==> src/rtl/stk_pipe_adm.sv <==
// Admission/dispatch stage: round-robin enqueue of per-engine PUSH/POP/INV commands into
// per-class FIFOs, round-robin issue to LK. Define STK_PIPE_ADM_PERF_EN for issue/stall counters.
package stk_pkg;
    typedef enum logic [1:0] {
        OP_NOP  = 2'd0,
        OP_PUSH = 2'd1,
        OP_POP  = 2'd2,
        OP_INV  = 2'd3
    } opcode_t;
endpackage

module stk_pipe_adm #(
    parameter int ENGS_N  = 4,
    parameter int DAT_W   = 128,
    parameter int Q_DEPTH = 2,
    parameter int ENGID_W = $clog2(ENGS_N)
) (
    input  logic                              clk,
    input  logic                              rst,
    input  stk_pkg::opcode_t [ENGS_N-1:0]     i_cmd_opcode,
    input  logic [ENGS_N-1:0][DAT_W-1:0]      i_cmd_dat,
    output logic [ENGS_N-1:0]                 o_cmd_ack,
    output logic                              o_lk_vld_w,
    output logic [ENGID_W-1:0]                o_lk_engid_w,
    output stk_pkg::opcode_t                  o_lk_opcode_w,
    output logic                              o_lk_dat_vld_w,
    output logic [DAT_W-1:0]                  o_lk_dat_w,
    input  logic                              i_al_empty_r,
    input  logic                              i_al_busy_r,
    output logic                              o_al_alloc,
    input  logic [ENGS_N-1:0]                 i_rsp_vld,
    output logic [ENGS_N-1:0]                 o_busy_r,
    output logic [2:0]                        o_q_full_r
`ifdef STK_PIPE_ADM_PERF_EN
    ,
    output logic [2:0][31:0]                  o_perf_issue_r,
    output logic [31:0]                       o_perf_stall_r
`endif
);
    import stk_pkg::*;

    localparam int PTR_W = $clog2(Q_DEPTH);
    localparam int CNT_W = PTR_W + 1;

    typedef enum logic [1:0] {
        CLS_PUSH = 2'd0,
        CLS_POP  = 2'd1,
        CLS_INV  = 2'd2
    } cls_t;

    logic [ENGS_N-1:0]  busy_r, active_r;
    logic [ENGID_W-1:0] enq_ptr;
    logic [1:0]         deq_ptr;

    logic [ENGID_W-1:0] q_eng [3][Q_DEPTH];
    logic [DAT_W-1:0]   q_dat [Q_DEPTH];
    logic [PTR_W-1:0]   wr_ptr [3];
    logic [PTR_W-1:0]   rd_ptr [3];
    logic [CNT_W-1:0]   cnt [3];
    logic [CNT_W-1:0]   cnt_nxt [3];
    logic [2:0]         full_r, empty_r;

    logic [ENGS_N-1:0]  req_vld, enq_req;
    logic [1:0]         req_cls [ENGS_N];
    int unsigned        enq_idx;
    logic               enq_any, enq_ack;
    logic [ENGID_W-1:0] enq_win, enq_nxt;
    logic [1:0]         enq_cls;

    logic [ENGID_W-1:0] head_eng [3];
    logic [2:0]         elig, wr, rd;
    int unsigned        deq_idx;
    logic               deq_any, deq_ack;
    logic [1:0]         deq_win, deq_nxt;
    logic [ENGID_W-1:0] deq_eng;

    logic [ENGS_N-1:0]  rsp_clr, set_act;

    // Enqueue: decode, per-engine request, round-robin grant
    always_comb begin
        enq_req = '0;
        req_vld = '0;
        for (int unsigned e = 0; e < ENGS_N; e++) begin
            req_cls[e] = CLS_PUSH;
            case (i_cmd_opcode[e])
                OP_PUSH: begin req_vld[e] = 1'b1; req_cls[e] = CLS_PUSH; end
                OP_POP:  begin req_vld[e] = 1'b1; req_cls[e] = CLS_POP;  end
                OP_INV:  begin req_vld[e] = 1'b1; req_cls[e] = CLS_INV;  end
                default: ;
            endcase
            enq_req[e] = req_vld[e] & ~busy_r[e] & ~full_r[req_cls[e]];
        end
    end

    always_comb begin
        enq_any = 1'b0;
        enq_win = '0;
        enq_idx = 0;
        for (int unsigned k = 0; k < ENGS_N; k++) begin
            enq_idx = (32'(enq_ptr) + k) % ENGS_N;
            if (!enq_any && enq_req[enq_idx]) begin
                enq_any = 1'b1;
                enq_win = ENGID_W'(enq_idx);
            end
        end
        enq_ack = enq_any & ~rst;
        enq_nxt = (enq_win == ENGID_W'(ENGS_N - 1)) ? '0 : enq_win + 1'b1;
        enq_cls = req_cls[enq_win];
        o_cmd_ack = '0;
        if (enq_ack) o_cmd_ack[enq_win] = 1'b1;
    end

    // Dequeue: per-class eligibility, round-robin over PUSH/POP/INV
    always_comb begin
        deq_any = 1'b0;
        deq_win = CLS_PUSH;
        deq_idx = 0;
        for (int unsigned c = 0; c < 3; c++) begin
            head_eng[c] = q_eng[c][rd_ptr[c]];
            elig[c]     = ~empty_r[c] & ~active_r[head_eng[c]];
        end
        elig[CLS_PUSH] = elig[CLS_PUSH] & ~i_al_empty_r;
        for (int unsigned k = 0; k < 3; k++) begin
            deq_idx = 32'(deq_ptr) + k;
            if (deq_idx >= 3) deq_idx = deq_idx - 3;
            if (!deq_any && elig[deq_idx]) begin
                deq_any = 1'b1;
                deq_win = 2'(deq_idx);
            end
        end
        deq_ack = deq_any & ~i_al_busy_r & ~rst;
        deq_nxt = (deq_win == CLS_INV) ? CLS_PUSH : deq_win + 2'd1;
        deq_eng = head_eng[deq_win];
    end

    always_comb begin
        for (int unsigned c = 0; c < 3; c++) begin
            wr[c]      = enq_ack & (enq_cls == 2'(c));
            rd[c]      = deq_ack & (deq_win == 2'(c));
            cnt_nxt[c] = cnt[c] + CNT_W'(wr[c]) - CNT_W'(rd[c]);
        end
        rsp_clr = i_rsp_vld & busy_r;
        set_act = '0;
        if (deq_ack) set_act[deq_eng] = 1'b1;
    end

    always_comb begin
        o_lk_vld_w     = deq_ack;
        o_lk_engid_w   = deq_ack ? deq_eng : '0;
        o_lk_opcode_w  = OP_NOP;
        if (deq_ack) begin
            case (deq_win)
                CLS_PUSH: o_lk_opcode_w = OP_PUSH;
                CLS_POP:  o_lk_opcode_w = OP_POP;
                CLS_INV:  o_lk_opcode_w = OP_INV;
                default:  o_lk_opcode_w = OP_NOP;
            endcase
        end
        o_lk_dat_vld_w = deq_ack & (deq_win == CLS_PUSH);
        o_lk_dat_w     = o_lk_dat_vld_w ? q_dat[rd_ptr[CLS_PUSH]] : '0;
        o_al_alloc     = o_lk_dat_vld_w;
    end

    always_ff @(posedge clk) begin
        if (rst) begin
            enq_ptr  <= '0;
            deq_ptr  <= CLS_PUSH;
            busy_r   <= '0;
            active_r <= '0;
            full_r   <= '0;
            empty_r  <= '1;
            for (int unsigned c = 0; c < 3; c++) begin
                wr_ptr[c] <= '0;
                rd_ptr[c] <= '0;
                cnt[c]    <= '0;
            end
        end else begin
            if (enq_ack) enq_ptr <= enq_nxt;
            if (deq_ack) deq_ptr <= deq_nxt;
            // Response clear takes priority over any same-cycle set
            busy_r   <= (busy_r | o_cmd_ack) & ~rsp_clr;
            active_r <= (active_r | set_act) & ~rsp_clr;
            for (int unsigned c = 0; c < 3; c++) begin
                if (wr[c]) wr_ptr[c] <= wr_ptr[c] + 1'b1;
                if (rd[c]) rd_ptr[c] <= rd_ptr[c] + 1'b1;
                cnt[c]     <= cnt_nxt[c];
                full_r[c]  <= (cnt_nxt[c] == CNT_W'(Q_DEPTH));
                empty_r[c] <= (cnt_nxt[c] == '0);
            end
        end
    end

    always_ff @(posedge clk) begin
        for (int unsigned c = 0; c < 3; c++) begin
            if (wr[c]) q_eng[c][wr_ptr[c]] <= enq_win;
        end
        if (wr[CLS_PUSH]) q_dat[wr_ptr[CLS_PUSH]] <= i_cmd_dat[enq_win];
    end

    assign o_busy_r   = busy_r;
    assign o_q_full_r = full_r;

`ifdef STK_PIPE_ADM_PERF_EN
    always_ff @(posedge clk) begin
        if (rst) begin
            o_perf_issue_r <= '0;
            o_perf_stall_r <= '0;
        end else begin
            for (int unsigned c = 0; c < 3; c++) begin
                if (rd[c] && o_perf_issue_r[c] != '1) o_perf_issue_r[c] <= o_perf_issue_r[c] + 32'd1;
            end
            if ((|(~empty_r)) && !deq_ack && o_perf_stall_r != '1)
                o_perf_stall_r <= o_perf_stall_r + 32'd1;
        end
    end
`endif

endmodule

==> config.mk <==
export PLATFORM = sky130hd
export DESIGN_NAME = stk_pipe_adm
export DESIGN_NICKNAME = d
export VERILOG_FILES = /design/src/rtl/stk_pipe_adm.sv
export SDC_FILE = /design/constraint.sdc
export NUM_CORES = 1
export LEC_CHECK = 0
export ABC_AREA = 1
export BUFFER_PORTS_ARGS = -buffer_cell sky130_fd_sc_hd__buf_2
export CAP_MARGIN = 20
export CORE_AREA = 2 2 261 263
export CTS_CLUSTER_DIAMETER = 40
export DETAILED_ROUTE_END_ITERATION = 8
export DIE_AREA = 0 0 263 265
export GPL_TIMING_DRIVEN = 0
export PLACE_DENSITY = 0.53
export RECOVER_POWER = 50
export SLEW_MARGIN = 20
export SYNTH_ARGS = -nofsm -noshare
export SYNTH_HDL_FRONTEND = slang
export SYNTH_SLANG_ARGS = --single-unit
==> constraint.sdc <==
create_clock -name clk -period 11.25 [get_ports clk]
set_input_delay 1.125 -clock clk [delete_from_list [all_inputs] [get_ports clk]]
set_output_delay 1.125 -clock clk [all_outputs]
set_load 0.01 [all_outputs]
==> summary.md <==
| Metric | Value |
|---|---|
| Critical Path Most Common Cell | nand2_1 |
| Cts repair resizes | 0 |
| Post-CTS Setup Repair Bufs | 0 |
| Pwr per Cell Area | 409 nW/um^2 |
| Status | completed |
| Worst Skew | 0.0157 ns |
| Worst-Skew Late Latency | approximately 0.57 ns |
| Total chip power | ~9.4 mW |
| Register-to-Register Path Depth | 21 |
| Fmax | 0.140 GHz |
| DIE AREA | 69700 um^2 |
| Final setup vio count | 0 |
| #FFs+latches synth | between 200 and 300 |
| Clock buffer count from CTS | 50 |
| Via count | 16900 |
| Die X | 263 um |
| Synth Net Count | about 2600 |
| Leakage power | 10.3 nW |
| RR Endpoint | q_dat[1][47] |
| RSZ-0062 raised after global routing | false |
| First-pass GRT wire length | 105 mm |
| Post-synthesis cell type count | 32 |
| Reg area | 8710 um^2 |
| Antenna Nets Post-Route | 0 |
| Max VDD drop | 0.000190 V |
| Worst-path clk slew | 0.05 ns |
| Proportion of layout cells with a drive suffix above 1 | 29.3% |
| Clock sink total | 298 |
| Slowest stage delay, CP | 0.83 ns |
| CP Data Arrival Time | 6.04 ns |
| Sequential share of the synthesized area | 52.2% |
| Synth Flop Type | edfxtp_1 |
| TritonCTS clock tree | done |
| Avg Cell Area, Syn | 8.08 um^2 |
| Hold buffers post-CTS | 0 |
| Pre-CTS setup slack | 5.01 ns |
| Via density | 4.55 |
| Hold Crit Depth | 2 |
| Multi-input gate area | 7040 um^2 |
| Setup slack after layout | 4.09 ns |
| Reg2reg setup slack | 4.97 ns |
| Fillers | 7158 |
| Number of synthesized flops with an enable pin | 274 |
| Final min period | between 7 and 8 ns |
| Vias in the first global route | 16200 |
| Std-Cell Rows | 95 |
| Initial antenna violation count | 3 |
| Core Region | 66800 um^2 |
| RD Place Congestion | about 0.96 |
| Largest net degree at the start of global routing | 25 |
| Setup crit end kind | output port |
| Routed length per instance | 19.9 um |
| Max Cap Viol | 0 |
| Global route overflow | 0 |
| # port buffers | 673 |
| Post-Syn Instances | 2063 |
| CTS H-tree lvls | 2 |
| Worst r2r src | o_q_full_r[0] |
| Post-DP Area | 21400 um^2 |
| Worst-margin pin slew | roughly 1.5 ns |
| Setup_tns | 0 ns |
| Hold Path Class | reg -> reg |
| Asr flop ratio synth | 0% |
| Pre-antenna DRT Iters | 5 |
| Initial Util | 25.0% |
| Final period util | 63.7% |
| Fin. Hold Viols | 0 |
| Area grow syn2layout | 38.1% |
| Final #Nets | 3346 |
| Syn. warnings | 0 |
| Hold slack | 0.485 ns |
| Worst Hold Path EP | deq_ptr[1] |
| Final HPWL DP | approximately 57 mm |
| WP data required | roughly 10 ns |
| Startpoint Class | input pin |
| CP Cell Sequence | clkbuf_1, inv_1, nor2_1, nand2_1, nand2_1, nor2_1, nand2_1, nand2_1, o21ai_0, nand2_1, nand3_1, nand2_1, inv_1, nand2_1, inv_1, clkbuf_1, clkbuf_1, ha_1, inv_1, nor2_1, buf_2 |
| Setup CP Type | in -> out |
| Post-Synthesis Cell Area | 16700 um^2 |
| Hold Path Origin | deq_ptr[1] |
| Design Area, Final | 23000 um^2 |
| I/O Pins | 674 |
| Die height | 265 um |
| DR iter-0 viols | 1004 |
| Clk root buf | clkbuf_16 |
| Final wirelength | 74.2 mm |
| Slew margin rel. | 3.07% |
| Max-slew violations | 0 |
| Critical path's slowest cell | clkbuf_1 |
| GRT Total Usage | 20.4% |
| CTS max path bufs | 3 |
| Remaining DRCs | 0 |
| Critical path fanouts, max | 17 |
layer usage:
| metal | track usage (%) | up-vias | part of all wire, % |
|---|---|---|---|
| li1 | - | 8350 | - |
| met1 | 24.9 | 7812 | 41 |
| met2 | 36.6 | 674 | 50 |
| met3 | 3.93 | 100 | 6.2 |
| met4 | 5.95 | 0 | 2.6 |
| met5 | 0 | - | 0 |
cell families after synthesis:
group / count (synthesis) / share of synthesized area [%]
AOI/OAI and AO/OA: 422 / 12.8
DFF: 298 / 52.2
and+or+nand+nor: 1114 / 27.9
buffers and inverters: 205 / 5.38
xor gates and xnor gates: 7 / 0.413
adders and majority gates: 17 / 1.28
placed cells by master (no fill, tap or decap), types with 17 or more instances in the layout:
| cell | count |
|---|---|
| nand2_1 | 869 |
| buf_2 | 728 |
| a21oi_1 | 396 |
| edfxtp_1 | 274 |
| or2_0 | 125 |
| clkbuf_1 | 77 |
| inv_1 | 69 |
| nand3_1 | 58 |
| clkbuf_16 | 50 |
| nor2_1 | 39 |
| dfxtp_1 | 24 |
| ha_1 | 17 |
per-stage QoR:
stage                     instances  util (%)
final                          3719      34.5
after global routing           3716      34.5
after CTS                      3714      34.6
after detailed placement       3622      32.1
after global placement         3609      31.6
after floorplan                2063         -
layout make-up:
type	instances	area share (%)
timing repair buffer	686	15.7
clock inverter	39	1.84
antenna	5	0.0543
tap	873	4.74
buffer	132	2.56
inverter	73	1.19
sequential	298	37.8
clock buffer	53	5.48
multi-input combinational	1560	30.6
state kept, by name, summed over array words and instances, names as in the netlist:
name        cells
enq_ptr         2
o_busy_r        4
wr_ptr          3
empty_r         3
q_dat         256
q_eng          12
cnt             6
rd_ptr          3
deq_ptr         2
active_r        4
o_q_full_r      3
synthesized netlist by cell type (3+ instances only):
cell type,count,area share [%]
or2_1,128,4.8
a21oi_1,395,12
o21ai_1,9,0.27
nand4_1,8,0.30
inv_1,67,1.5
nand3_1,58,1.7
dfxtp_1,24,2.9
o21ai_0,11,0.33
clkbuf_1,42,0.95
ha_1,17,1.3
nor2_1,39,0.88
xnor2_1,6,0.32
edfxtp_1,274,49
nand3b_1,4,0.18
o21ai_2,3,0.16
buf_2,84,2.5
nand2_1,868,20
inv_2,5,0.11
nor3_1,3,0.090
worst max-delay path by stage:
| stage | startpoint | endpoint | slack, ns |
|---|---|---|---|
| after detailed placement | i_al_empty_r | o_lk_dat_w[75] | 5.01 |
| after floorplan | i_cmd_opcode[2] | q_dat[0][0] | 2.51 |
| after global routing | i_cmd_opcode[5] | o_cmd_ack[3] | 3.63 |
| after CTS | rd_ptr[0][0] | o_lk_dat_w[75] | 4.76 |
| final | i_cmd_opcode[5] | o_cmd_ack[3] | 4.09 |
| after global placement | i_cmd_opcode[5] | q_dat[1][106] | -2.85 |
power breakdown:
part           total, mW  internal, mW  leakage [nW]  switching (mW)
clock               1.53         0.964         0.830           0.564
sequential          2.46          2.33          2.73           0.133
combinational       5.43          1.49          6.78            3.93
worst max-delay path: cells and delay by family:
family                     cells  cell delay (ns)
and+or+nand+nor               11             1.67
buffers and inverters          8             2.55
AOI/OAI and AO/OA              1             0.40
adders and majority gates      1             0.28
Power figures use the tool's default switching activity.
